### src/rtl/cnn_mul_sched_pkg.sv
// cnn_mul_sched_pkg: shared default constants for the multiplier scheduler.
//   NUM_REQ  - requesters sharing one multiplier
//   A_WIDTH  - signed multiplicand width
//   B_WIDTH  - unsigned multiplier width (zero-extended before the multiply)
//   P_WIDTH  - signed product width, A_WIDTH+B_WIDTH
//   ID_WIDTH - requester index width
package cnn_mul_sched_pkg;
  localparam int NUM_REQ  = 4;
  localparam int A_WIDTH  = 14;
  localparam int B_WIDTH  = 8;
  localparam int P_WIDTH  = A_WIDTH + B_WIDTH;
  localparam int ID_WIDTH = $clog2(NUM_REQ);
endpackage

### src/rtl/cnn_mul_sched_if.sv
// cnn_mul_sched_if: request/response bundle of the multiplier scheduler.
//   req_valid/req_ready/req_a/req_b - per-requester operand handshake,
//                                     requester i at [i*W +: W]
//   rsp_valid/rsp_ready/rsp_id/rsp_p - product handshake
//   idle                             - no operation in flight
// master: requesters + consumer side; slave: the scheduler.
interface cnn_mul_sched_if #(
  parameter int NUM_REQ = cnn_mul_sched_pkg::NUM_REQ,
  parameter int A_WIDTH = cnn_mul_sched_pkg::A_WIDTH,
  parameter int B_WIDTH = cnn_mul_sched_pkg::B_WIDTH,
  parameter int P_WIDTH = cnn_mul_sched_pkg::P_WIDTH
);
  localparam int ID_WIDTH = $clog2(NUM_REQ);

  logic [NUM_REQ-1:0]         req_valid;
  logic [NUM_REQ-1:0]         req_ready;
  logic [NUM_REQ*A_WIDTH-1:0] req_a;
  logic [NUM_REQ*B_WIDTH-1:0] req_b;
  logic                       rsp_valid;
  logic                       rsp_ready;
  logic [ID_WIDTH-1:0]        rsp_id;
  logic [P_WIDTH-1:0]         rsp_p;
  logic                       idle;

  modport master (
    output req_valid, req_a, req_b, rsp_ready,
    input  req_ready, rsp_valid, rsp_id, rsp_p, idle
  );

  modport slave (
    input  req_valid, req_a, req_b, rsp_ready,
    output req_ready, rsp_valid, rsp_id, rsp_p, idle
  );
endinterface

### src/rtl/cnn_mul_rr_arb.sv
// cnn_mul_rr_arb: round-robin grant with a registered priority pointer.
//   ap_clk, ap_rst - clock, synchronous active-high reset (ptr -> 0)
//   req            - request vector (already masked by caller during reset)
//   advance        - pipeline can take a new operand this cycle
//   grant          - one-hot or zero, combinational from req and ptr
// ptr moves to one past the granted index only when the grant is taken
// (advance high); stall cycles leave it untouched.
module cnn_mul_rr_arb
  import cnn_mul_sched_pkg::*;
#(
  parameter int NUM_REQ = cnn_mul_sched_pkg::NUM_REQ
) (
  input  logic               ap_clk,
  input  logic               ap_rst,
  input  logic [NUM_REQ-1:0] req,
  input  logic               advance,
  output logic [NUM_REQ-1:0] grant
);
  localparam int ID_WIDTH = $clog2(NUM_REQ);

  logic [ID_WIDTH-1:0] ptr;
  logic [ID_WIDTH-1:0] gidx;
  logic [ID_WIDTH-1:0] idxw;
  logic                hit;
  int                  idx;

  // Scan ptr, ptr+1, ... wrapping; first asserted request wins.
  always_comb begin
    grant = '0;
    gidx  = ptr;
    hit   = 1'b0;
    idx   = 0;
    idxw  = '0;
    for (int k = 0; k < NUM_REQ; k++) begin
      idx  = (int'(ptr) + k) % NUM_REQ;
      idxw = ID_WIDTH'(idx);
      if (!hit && req[idxw]) begin
        hit         = 1'b1;
        grant[idxw] = 1'b1;
        gidx        = idxw;
      end
    end
  end

  always_ff @(posedge ap_clk) begin
    if (ap_rst)
      ptr <= '0;
    else if (advance && hit)
      ptr <= (int'(gidx) == NUM_REQ - 1) ? '0 : gidx + 1'b1;
  end
endmodule

### src/rtl/cnn_mul_sched.sv
// cnn_mul_sched: NUM_REQ requesters share one signed A x unsigned B multiplier.
//   ap_clk, ap_rst - clock, synchronous active-high reset
//   bus (slave)    - request side req_valid/req_ready/req_a/req_b,
//                    response side rsp_valid/rsp_ready/rsp_id/rsp_p, idle
// Two stages: S1 holds the granted operands, S2 holds the product. Both move
// together on advance = !rsp_valid || rsp_ready and hold otherwise, so a stalled
// S2 freezes S1 and blocks new grants; nothing is dropped or duplicated.
module cnn_mul_sched
  import cnn_mul_sched_pkg::*;
#(
  parameter int NUM_REQ = cnn_mul_sched_pkg::NUM_REQ,
  parameter int A_WIDTH = cnn_mul_sched_pkg::A_WIDTH,
  parameter int B_WIDTH = cnn_mul_sched_pkg::B_WIDTH,
  parameter int P_WIDTH = cnn_mul_sched_pkg::P_WIDTH
) (
  input  logic            ap_clk,
  input  logic            ap_rst,
  cnn_mul_sched_if.slave  bus
);
  localparam int ID_WIDTH = $clog2(NUM_REQ);
  localparam int STAGES   = 2;

  logic                       advance;
  logic [NUM_REQ-1:0]         req_m;
  logic [NUM_REQ-1:0]         grant;
  logic [ID_WIDTH-1:0]        gidx;
  logic [STAGES:1]            vld_pipe;
  logic [ID_WIDTH-1:0]        s1_id;
  logic [A_WIDTH-1:0]         s1_a;
  logic [B_WIDTH-1:0]         s1_b;
  logic signed [P_WIDTH-1:0]  prod;

  assign advance = !vld_pipe[2] || bus.rsp_ready;

  // Masking the requests keeps req_ready low and ptr frozen while in reset.
  assign req_m = ap_rst ? '0 : bus.req_valid;

  cnn_mul_rr_arb #(.NUM_REQ(NUM_REQ)) u_arb (
    .ap_clk  (ap_clk),
    .ap_rst  (ap_rst),
    .req     (req_m),
    .advance (advance),
    .grant   (grant)
  );

  assign bus.req_ready = advance ? grant : '0;

  always_comb begin
    gidx = '0;
    for (int i = 0; i < NUM_REQ; i++)
      if (grant[i]) gidx = ID_WIDTH'(i);
  end

  // Both operands widened to P_WIDTH: a sign-extended, b zero-extended, so
  // the low P_WIDTH bits are the exact product. One multiply for DSP mapping.
  assign prod = $signed({{(P_WIDTH-A_WIDTH){s1_a[A_WIDTH-1]}}, s1_a}) *
                $signed({{(P_WIDTH-B_WIDTH){1'b0}}, s1_b});

  always_ff @(posedge ap_clk) begin
    if (ap_rst) begin
      vld_pipe   <= '0;
      s1_id      <= '0;
      s1_a       <= '0;
      s1_b       <= '0;
      bus.rsp_id <= '0;
      bus.rsp_p  <= '0;
    end else if (advance) begin
      vld_pipe   <= {vld_pipe[1], |grant};
      s1_id      <= gidx;
      s1_a       <= bus.req_a[gidx*A_WIDTH +: A_WIDTH];
      s1_b       <= bus.req_b[gidx*B_WIDTH +: B_WIDTH];
      bus.rsp_id <= s1_id;
      bus.rsp_p  <= prod;
    end
  end

  assign bus.rsp_valid = vld_pipe[2];
  assign bus.idle      = ~|vld_pipe;
endmodule
### src/flat_wrapper.sv
// flat-port wrapper written by rule: the top's interface ports become plain ports
module cnn_mul_sched_flat import cnn_mul_sched_pkg::*;
#(
  parameter int NUM_REQ = cnn_mul_sched_pkg::NUM_REQ,
  parameter int A_WIDTH = cnn_mul_sched_pkg::A_WIDTH,
  parameter int B_WIDTH = cnn_mul_sched_pkg::B_WIDTH,
  parameter int P_WIDTH = cnn_mul_sched_pkg::P_WIDTH
)
  (ap_clk, ap_rst, bus_req_valid, bus_req_a, bus_req_b, bus_rsp_ready, bus_req_ready, bus_rsp_valid, bus_rsp_id, bus_rsp_p, bus_idle);
  cnn_mul_sched_if #(.NUM_REQ(NUM_REQ), .A_WIDTH(A_WIDTH), .B_WIDTH(B_WIDTH), .P_WIDTH(P_WIDTH)) bus_i ();
  input  logic ap_clk;
  input  logic ap_rst;
  input wire logic [$bits(bus_i.req_valid)-1:0] bus_req_valid;
  input wire logic [$bits(bus_i.req_a)-1:0] bus_req_a;
  input wire logic [$bits(bus_i.req_b)-1:0] bus_req_b;
  input wire logic [$bits(bus_i.rsp_ready)-1:0] bus_rsp_ready;
  output wire logic [$bits(bus_i.req_ready)-1:0] bus_req_ready;
  output wire logic [$bits(bus_i.rsp_valid)-1:0] bus_rsp_valid;
  output wire logic [$bits(bus_i.rsp_id)-1:0] bus_rsp_id;
  output wire logic [$bits(bus_i.rsp_p)-1:0] bus_rsp_p;
  output wire logic [$bits(bus_i.idle)-1:0] bus_idle;
  assign bus_i.req_valid = bus_req_valid;
  assign bus_i.req_a = bus_req_a;
  assign bus_i.req_b = bus_req_b;
  assign bus_i.rsp_ready = bus_rsp_ready;
  assign bus_req_ready = bus_i.req_ready;
  assign bus_rsp_valid = bus_i.rsp_valid;
  assign bus_rsp_id = bus_i.rsp_id;
  assign bus_rsp_p = bus_i.rsp_p;
  assign bus_idle = bus_i.idle;
  cnn_mul_sched #(.NUM_REQ(NUM_REQ), .A_WIDTH(A_WIDTH), .B_WIDTH(B_WIDTH), .P_WIDTH(P_WIDTH)) u_core (.ap_clk(ap_clk), .ap_rst(ap_rst), .bus(bus_i));
endmodule
### config.mk
export PLATFORM = sky130hd
export DESIGN_NAME = cnn_mul_sched_flat
export DESIGN_NICKNAME = d
export VERILOG_FILES = /design/src/rtl/cnn_mul_sched_pkg.sv /design/src/rtl/cnn_mul_sched_if.sv /design/src/rtl/cnn_mul_rr_arb.sv /design/src/rtl/cnn_mul_sched.sv /design/src/flat_wrapper.sv
export SDC_FILE = /design/constraint.sdc
export NUM_CORES = 1
export LEC_CHECK = 0
export ABC_AREA = 1
export CAP_MARGIN = 20
export CORE_MARGIN = 2
export CORE_UTILIZATION = 50
export DETAILED_ROUTE_END_ITERATION = 7
export GPL_TIMING_DRIVEN = 0
export PLACE_DENSITY = 0.73
export SYNTH_ARGS = -nofsm -noshare
export SYNTH_HDL_FRONTEND = slang
export SYNTH_SLANG_ARGS = --single-unit
### constraint.sdc
create_clock -name ap_clk -period 5.75 [get_ports ap_clk]
set_clock_uncertainty 0.2 [all_clocks]
set_input_delay 0.8625 -clock ap_clk [delete_from_list [all_inputs] [get_ports ap_clk]]
set_output_delay 0.8625 -clock ap_clk [all_outputs]
set_load 0.01 [all_outputs]
# ---- Yosys cells after proc, flatten, opt, wreduce, memory -nomap -nowiden
# Cells that the tools add are included.
dict set report classes {
  addsub 4
  multipliers 2
  magnitude_cmp 8
  eq_ne 1
  shift 2
  mux 33
  n_bitwise 3
  n_reduce_logical 16
}
# op count
set op_table {}
lappend op_table {{$shiftx A56 B7 Y14} 1}
lappend op_table {{$shiftx A32 B6 Y8} 1}
lappend op_table {{$mux W4} 6}
lappend op_table {{$mul A14 B9 Y22} 1}
lappend op_table {{$mux W1} 13}
lappend op_table {{$lt A2 B3 Y1 const B} 4}
lappend op_table {{$mux W2} 6}
lappend op_table {{$or A4 B4 Y4} 3}
lappend op_table {{$bmux W1 S2} 4}
lappend op_table {{$demux W1 S2} 4}
lappend op_table {{$ge A2 B1 Y1 const B} 4}
lappend op_table {{$logic_and A1 B1 Y1} 8}
lappend op_table {{$logic_not A1 Y1} 5}
lappend op_table {{$mul A2 B3 Y5 const B} 1}
lappend op_table {{$add A2 B1 Y2 const B} 2}
lappend op_table {{$add A2 B2 Y2 const B} 2}
lappend op_table {{$reduce_or A4 Y1} 1}
lappend op_table {{$eq A2 B1 Y1 const B} 1}
lappend op_table {{$reduce_or A2 Y1} 1}
lappend op_table {{$logic_or A1 B1 Y1} 1}
dict set report totals {
  ff_bits 52
  inputBits 95
  word_cells 76
}

# ---- Logic depth before layout (Yosys ltp)
# Gate-level depths: netlist of the first run.
dict set report depth {
  ltp_word 18
  depth_mapped 24
  depth_no_buf 23
}

# ---- Modules after synthesis
# A second synthesis of the first run with hierarchy kept.
dict set report unflattened {
  cells_unflattened 1113
  hier_area_um2 7432.1
}
# mod instances cells_per_inst area_each_um2 seq_area_each_um2
set by_module_without_submodules {}
lappend by_module_without_submodules {cnn_mul_sched 1 1014 6850.3 1001.0}
lappend by_module_without_submodules {cnn_mul_rr_arb 1 99 581.8 40.0}

# ---- Least setup slack after synthesis of the first run
# Ideal clock, no wire load.
dict set report synth_timing {
  kind {flip-flop to flip-flop}
  start {register u_core.s1_b[2]}
  end {register u_core.bus.rsp_p[18]}
  setup_time_ps 109
  arrival_time_ps 4447
  setup_slack_ps 995
  path_stages_with_launch 22
  period_less_slack_ps 4755
  path_cell_list {dfxtp_1 -> clkbuf_1 -> nand2_1 -> fa_1 -> inv_1 -> fa_1 -> inv_1 -> fa_1 -> fa_1 -> inv_1 -> ha_1 -> nand3b_1 -> nand3_1 -> a21oi_1 -> o21ai_0 -> nand2_1 -> o21ai_0 -> nand2_1 -> nand3_1 -> nand3_1 -> nand2_1 -> inv_1}
}
dict set report synth_via {
  elab_chain_len 1
}
# item line
set synth_rtl {}
lappend synth_rtl {{start, declared} cnn_mul_sched.sv:30} ;# logic [B_WIDTH-1:0] s1_b;
lappend synth_rtl {{start signal, assigned} cnn_mul_sched.sv:71} ;# s1_b <= bus.req_b[gidx*B_WIDTH +: B_WIDTH];
lappend synth_rtl {{$mul A14 B9 Y22} cnn_mul_sched.sv:56} ;# assign prod = $signed({{(P_WIDTH-A_WIDTH){s1_a[A_WIDTH-1]}}, s1_a}) *
lappend synth_rtl {{end signal, assigned} cnn_mul_sched.sv:73} ;# bus.rsp_p <= prod;
lappend synth_rtl {{end, declared} cnn_mul_sched_if.sv:32} ;# output req_ready, rsp_valid, rsp_id, rsp_p, idle
# No other way between the ends.
# A chain may end at the register's enable or synchronous reset.

# ---- Final worst setup path of the first run
dict set report layout_timing {
  start {register u_core.s1_b[5]}
  end {register u_core.bus.rsp_p[18]}
}
# The elaborated chain is that of the path after synthesis.

==> impl_metrics.yaml, run 1 <==
timing:
  setup_tns_ns: 0
  fin_crit_ns: 5.40
  tightest_slew_ns: 0.620
  report.final.slew_viol_count: 0
  rsz0062_at_grt: "no"
  final_hold_viol_count: 0
  finalSetupViolCount: 0
  slew_headroom: 0.586
  fin_crit_sh: 0.938
  max_freq_ghz: 0.185
grt:
  track_usage: 0.252
  grt_pass1_vias: 6832
  grt_pass1_wl_mm: 32.5
  grt-ovfl-total: 0
  grt_max_degree: 18
  antenna_found_initial: 0
finish:
  post-route-util: 0.623
  area_growth_pct: 21.8
  drive_gt1_frac: 0.0370
  layout.cells.most_common: "inv_1"
  fin_nets: 1475
  diodes: 0
  fillers: 1381
  mostFrequentLayoutCells: "301 x inv_1, 286 x nand2_1, 124 x clkdlybuf4s50_1, 88 x fa_1, 76 x o21ai_0"
drt:
  via_per_inst: 4.83
  drt-pass1-iter-count: 5
  wl_mm: 19.3
  wl_per_cell_um: 13.5
  route.detailed.drc: 0
  drtIter0Drc: 403
  via_count: 6902
  postRouteAntennaNets: 0
die:
  chipHeight_um: 126
  start_util: 0.512
  die_w_um: 126
  fp.dieArea_um2: 15900
  io_pins: 125
  core_um2: 14500
  core.rowCount: 44
power:
  switching_share: 0.557
  switching_power_mw: 2.71
  pwr-share-clk: 0.061
  internal-power_mw: 2.15
  power_per_cell_area_nw_per_um2: 537
  leakage_nw: 5.32
  seq_power_share: 0.128
  p_comb_frac: 0.811
  vdd_ir_drop_max_v: 0.000271
yosys:
  syn_area_per_cell_um2: 6.69
  syn_inst: 1112
  yosysTopAreaCell: "fa_1"
  ys_seq_area_frac: 0.140
  yosysWarnings: 0
  synthTopCellsByArea: "fa_1 24%, inv_1 15%, nand2_1 14%, dfxtp_1 14%, ha_1 8.2%"
  ys_seq_elements: 52
  yosys.cell_types.count: 39
  synth.net_count: 1344
  synth_top_area_share: 0.237
  synth_area_um2: 7440
placed_design:
  post-dp-hpwl_mm: 16.0
  place_congestion: 0.911
  portBuffers: 124
critical_path:
  cp-end-kind: "flop"
  cp_cell_sequence: "clkbuf_1, nand2_1, fa_1, inv_1, fa_1, fa_1, inv_1, fa_1, inv_1, ha_1, nand2_1, o21ai_0, nand2_1, o21ai_0, nand2_1, nand3_1, nand3_1, nand2_1, inv_1"
  cpPeakStageDelay_ns: 0.58
  crit_type: "reg2reg"
  crit_required_ns: 5.75
  path_max_fanout: 10
  start_kind: "flop"
  slowest_stage: "fa_1"
  cp_common_cell: "nand2_1"
  critical_path_arrival_ns: 5.39
clock_tree:
  cts_buffers: 5
  cts_buffer_depth: 2
  cts_tree: "yes"
  cts.htree.levels: 2
  ctsRootBufferMaster: "clkbuf_16"
  cts_setup_buffers: 0
  clock_latency_ns: 0.29
  clock-sinks: 52
  clkTransAtPathRegs_ns: 0.07
job:
  maxCapViolCount: 0
status:
  status: "complete, no violations"
hold_path:
  hp-class: "reg2reg"
[Yosys cell counts]
cell        n
o21bai_1   12
nand2_8     1
nand3_1    31
buf_2       7
xor2_1      9
clkinv_1    2
a211oi_1    2
nor2_2      3
buf_4       1
clkbuf_1   38
a21oi_1    60
o311ai_0    1
buf_6       3
a41oi_1     1
ha_1       49
nand2_2     3
nand4_1     1
nand3_2     4
inv_1     301
a31oi_1     2
o21ai_0    76
nor2_8      1
nor2_1     45
a31o_2      1
dfxtp_1    52
nand2_4     2
clkbuf_2    1
nor2_4      1
a21o_1      3
xnor2_1     8
o211ai_1    2
fa_1       88
or2_2       2
nand3b_1    5
o22ai_1     1
inv_2       4
nor3_1      2
nand4_2     1
nand2_1   286
[cell families after synthesis]
logic type	Yosys count	synth area share
adders and majority gates	137	0.319
DFF	52	0.140
AOI/OAI and AO/OA	161	0.117
and+or+nand+nor	388	0.219
xor gates and xnor gates	17	0.0200
buffers and inverters	357	0.185
[per-layer routing]
| layer | part of all wire | GRT usage |
|---|---|---|
| met1 | 0.45 | 0.342 |
| met2 | 0.47 | 0.427 |
| met3 | 0.050 | 0.0319 |
| met4 | 0.027 | 0.0692 |
| met5 | 0 | 0 |
[critical path: cells and delay by family (launching register included)]
family                     cells  cell delay [ns]
AOI/OAI and AO/OA              2             0.69
DFF                            1             0.47
adders and majority gates      5             2.51
buffers and inverters          5             0.70
and+or+nand+nor                7             0.73
[cell type report]
class	count	area, um^2	share of cell area
clock inverter	3	21.3	0.00235
tap	184	230	0.0254
sequential	52	1040	0.115
multi-input combinational	703	5020	0.554
timing repair buffer	124	1240	0.137
buffer	50	228	0.0251
clock buffer	5	125	0.0138
inverter	307	1150	0.127
[power by group through the flow]
| stage | Combinational [mW] | Sequential (mW) | Clock (mW) |
|---|---|---|---|
| 2_1_floorplan | 2.82 | 0.607 | 0 |
| 6_report | 3.94 | 0.623 | 0.297 |
| 3_3_place_gp | 3.88 | 0.627 | 0 |
| 5_1_grt | 4.54 | 0.636 | 0.320 |
| 3_5_place_dp | 3.91 | 0.626 | 0 |
| 4_1_cts | 3.96 | 0.621 | 0.300 |
[final timing paths]
check	slack, ns	startpoint	end	depth (start not counted)
setup / recovery	0.35	u_core.s1_b[5]$_SDFFE_PP0N_	u_core.bus.rsp_p[18]$_SDFFE_PP0N_	19
hold / removal	0.30	u_core.bus.rsp_p[2]$_SDFFE_PP0N_	u_core.bus.rsp_p[2]$_SDFFE_PP0N_	2
setup reg to reg	0.35	u_core.s1_b[5]$_SDFFE_PP0N_	u_core.bus.rsp_p[18]$_SDFFE_PP0N_	19
hold reg to reg	0.30	u_core.bus.rsp_p[2]$_SDFFE_PP0N_	u_core.bus.rsp_p[2]$_SDFFE_PP0N_	2
[registers in the layout (all words and copies together), names as in the netlist]
| signal | count |
|---|---|
| u_core.bus.rsp_p | 22 |
| u_core.s1_a | 14 |
| u_core.s1_b | 8 |
| u_core.bus.rsp_id | 2 |
| u_core.s1_id | 2 |
| u_core.u_arb.ptr | 2 |
| u_core.vld_pipe | 2 |
[stage by stage]
step	total power, mW	hold slack, ns	area [um^2]	worst slack, ns	cells
2_1_floorplan	3.42	0.258	7440	0.995	1112
3_3_place_gp	4.51	0.279	8910	0.321	1420
3_5_place_dp	4.53	0.281	8910	0.301	1420
4_1_cts	4.88	0.296	9050	0.262	1428
5_1_grt	5.49	0.320	9060	0.0341	1428
6_report	4.86	0.300	9060	0.355	1428
[timing repair]
item,in CTS,in global routing
hold buffers,0,0
hold endpoints to repair,0,0
gates resized for setup,0,6
endpoints found under the setup margin,0,4
Power figures use the tool's default switching activity.
==> inputs of run 2 (changes only) <==
- clock period: 5.75 -> 6.9 ns (I/O delays scaled with it)
==> impl_metrics.yaml, run 2 (synthesis results as in run 1) <==
clock_tree:
  cts_tree: "yes"
  cts_buffer_depth: 2
  cts.htree.levels: 2
  cts_buffers: 5
  ctsRootBufferMaster: "clkbuf_16"
  clkTransAtPathRegs_ns: 0.07
  cts-resized-gates: 0
  clock_latency_ns: 0.29
  clock-sinks: 52
  cts_hold_buf: 0
  cts_setup_buffers: 0
finish:
  drive_gt1_frac: 0.0346
  mostFrequentLayoutCells: "301 x inv_1, 286 x nand2_1, 124 x clkdlybuf4s50_1, 88 x fa_1, 76 x o21ai_0"
  post-route-util: 0.623
  largest_reg_flops: 22
  diodes: 0
  area_growth_pct: 21.8
  regMostFlops: "u_core.bus.rsp_p"
  fin_nets: 1475
  layout.cells.most_common: "inv_1"
  reg.largest.list: "u_core.bus.rsp_p: 22 flops, u_core.s1_a: 14 flops, u_core.s1_b: 8 flops"
power:
  switching_share: 0.558
  switching_power_mw: 2.26
  internal-power_mw: 1.79
  power_per_cell_area_nw_per_um2: 448
  leakage_nw: 5.31
  vdd_ir_drop_max_v: 0.000227
  p_comb_frac: 0.811
  pwr-share-clk: 0.061
  seq_power_share: 0.128
hold_path:
  min_path_cells: 2
  hp-class: "reg2reg"
  hold_path.startpoint: "u_core.bus.rsp_p[2]$_SDFFE_PP0N_"
  hold_end: "u_core.bus.rsp_p[2]$_SDFFE_PP0N_"
status:
  status: "complete, no violations"
drt:
  route.detailed.drc: 0
  wl_mm: 19.3
  via_per_inst: 4.86
  drtIter0Drc: 395
  postRouteAntennaNets: 0
  drt-pass1-iter-count: 5
  via_count: 6937
  wl_per_cell_um: 13.5
timing:
  fin_crit_ns: 5.53
  finalSetupViolCount: 0
  report.final.slew_viol_count: 0
  max_freq_ghz: 0.181
  setup_tns_ns: 0
  fin_crit_sh: 0.801
  tightest_slew_ns: 0.620
  slew_headroom: 0.586
  final_hold_viol_count: 0
  rsz0062_at_grt: "no"
critical_path:
  cp-end-kind: "flop"
  reg2reg_from: "u_core.s1_b[2]$_SDFFE_PP0N_"
  start_kind: "flop"
  rr_worst_depth: 21
  cpPeakStageDelay_ns: 0.57
  path_max_fanout: 10
  crit_required_ns: 6.90
  slowest_stage: "fa_1"
  cp_cell_sequence: "clkbuf_1, nand2_1, fa_1, inv_1, fa_1, inv_1, fa_1, fa_1, inv_1, ha_1, nand3b_1, nand3_1, a21oi_1, o21ai_0, nand2_1, o21ai_0, nand2_1, nand3_1, nand3_1, nand2_1, inv_1"
  r2r-end: "u_core.bus.rsp_p[18]$_SDFFE_PP0N_"
  critical_path_arrival_ns: 5.53
  crit_type: "reg2reg"
  worst-r2r-setup-slack_ns: 1.37
  cp_num_buf_inv: 5
  cpLargestDelayFamily: "adder cells"
die:
  die_w_um: 126
  chipHeight_um: 126
  fp.dieArea_um2: 15900
  io_pins: 125
  start_util: 0.512
  core.rowCount: 44
  core_um2: 14500
job:
  maxCapViolCount: 0
grt:
  grt_pass1_wl_mm: 32.5
  antenna_found_initial: 0
  track_usage: 0.252
  grt_max_degree: 18
  grt_pass1_vias: 6832
  grt-ovfl-total: 0
placed_design:
  place_congestion: 0.911
  post-dp-hpwl_mm: 16.0
  portBuffers: 124
## run 2: cell counts in the layout (fill, tap and decap cells not counted)
No cell type changed its count.
## run 2: worst min-delay path: cells and delay by family, from the launching register on
kind | cells | cell delay (ns)
flops | 1 | 0.32
simple gates | 2 | 0.14
## run 2: cell type report
type,instances,area [um^2]
clock inverters,3,21.3
flip-flops and latches,52,1040
well taps,184,230
repair buffers,124,1240
multi-input cells,703,5020
plain buffers,50,224
fillers,1382,5480
inverters,307,1150
clock buffers,5,125
## run 2: power by group through the flow
| stage | Clock (mW) | Sequential [mW] | Combinational, mW |
|---|---|---|---|
| after floorplan | 0 | 0.506 | 2.35 |
| after global placement | 0 | 0.522 | 3.24 |
| after detailed placement | 0 | 0.522 | 3.26 |
| after CTS | 0.250 | 0.517 | 3.30 |
| after global routing | 0.266 | 0.530 | 3.78 |
| final | 0.248 | 0.519 | 3.29 |
## run 2: layer usage
| layer | GRT usage | up-vias | part of all wire |
|---|---|---|---|
| li1 | - | 3521 | - |
| met1 | 0.342 | 3196 | 0.45 |
| met2 | 0.427 | 179 | 0.47 |
| met3 | 0.0319 | 41 | 0.050 |
| met4 | 0.0692 | 0 | 0.028 |
| met5 | 0 | - | 0 |
## run 2: worst max path at each step
stage                                     start                                end  slack [ns]  depth (start not counted)
floorplan           u_core.s1_b[2]$_SDFFE_PP0N_  u_core.bus.rsp_p[18]$_SDFFE_PP0N_        2.14                         21
global placement    u_core.s1_b[2]$_SDFFE_PP0N_  u_core.bus.rsp_p[18]$_SDFFE_PP0N_        1.47                         21
detailed placement  u_core.s1_b[2]$_SDFFE_PP0N_  u_core.bus.rsp_p[18]$_SDFFE_PP0N_        1.45                         21
CTS                 u_core.s1_b[2]$_SDFFE_PP0N_  u_core.bus.rsp_p[18]$_SDFFE_PP0N_        1.41                         21
global route        u_core.s1_b[1]$_SDFFE_PP0N_  u_core.bus.rsp_p[18]$_SDFFE_PP0N_        1.01                         21
finish              u_core.s1_b[2]$_SDFFE_PP0N_  u_core.bus.rsp_p[18]$_SDFFE_PP0N_        1.37                         21
## run 2: through the flow
step / setup WS [ns] / cell area, um^2 / instances / hold WS [ns] / power [mW]
after global placement: 1.47 / 8910 / 1420 / 0.279 / 3.76
after floorplan: 2.14 / 7440 / 1112 / 0.258 / 2.85
after global routing: 1.01 / 9050 / 1428 / 0.320 / 4.58
after detailed placement: 1.45 / 8910 / 1420 / 0.281 / 3.78
after CTS: 1.41 / 9050 / 1428 / 0.296 / 4.07
final: 1.37 / 9050 / 1428 / 0.300 / 4.06
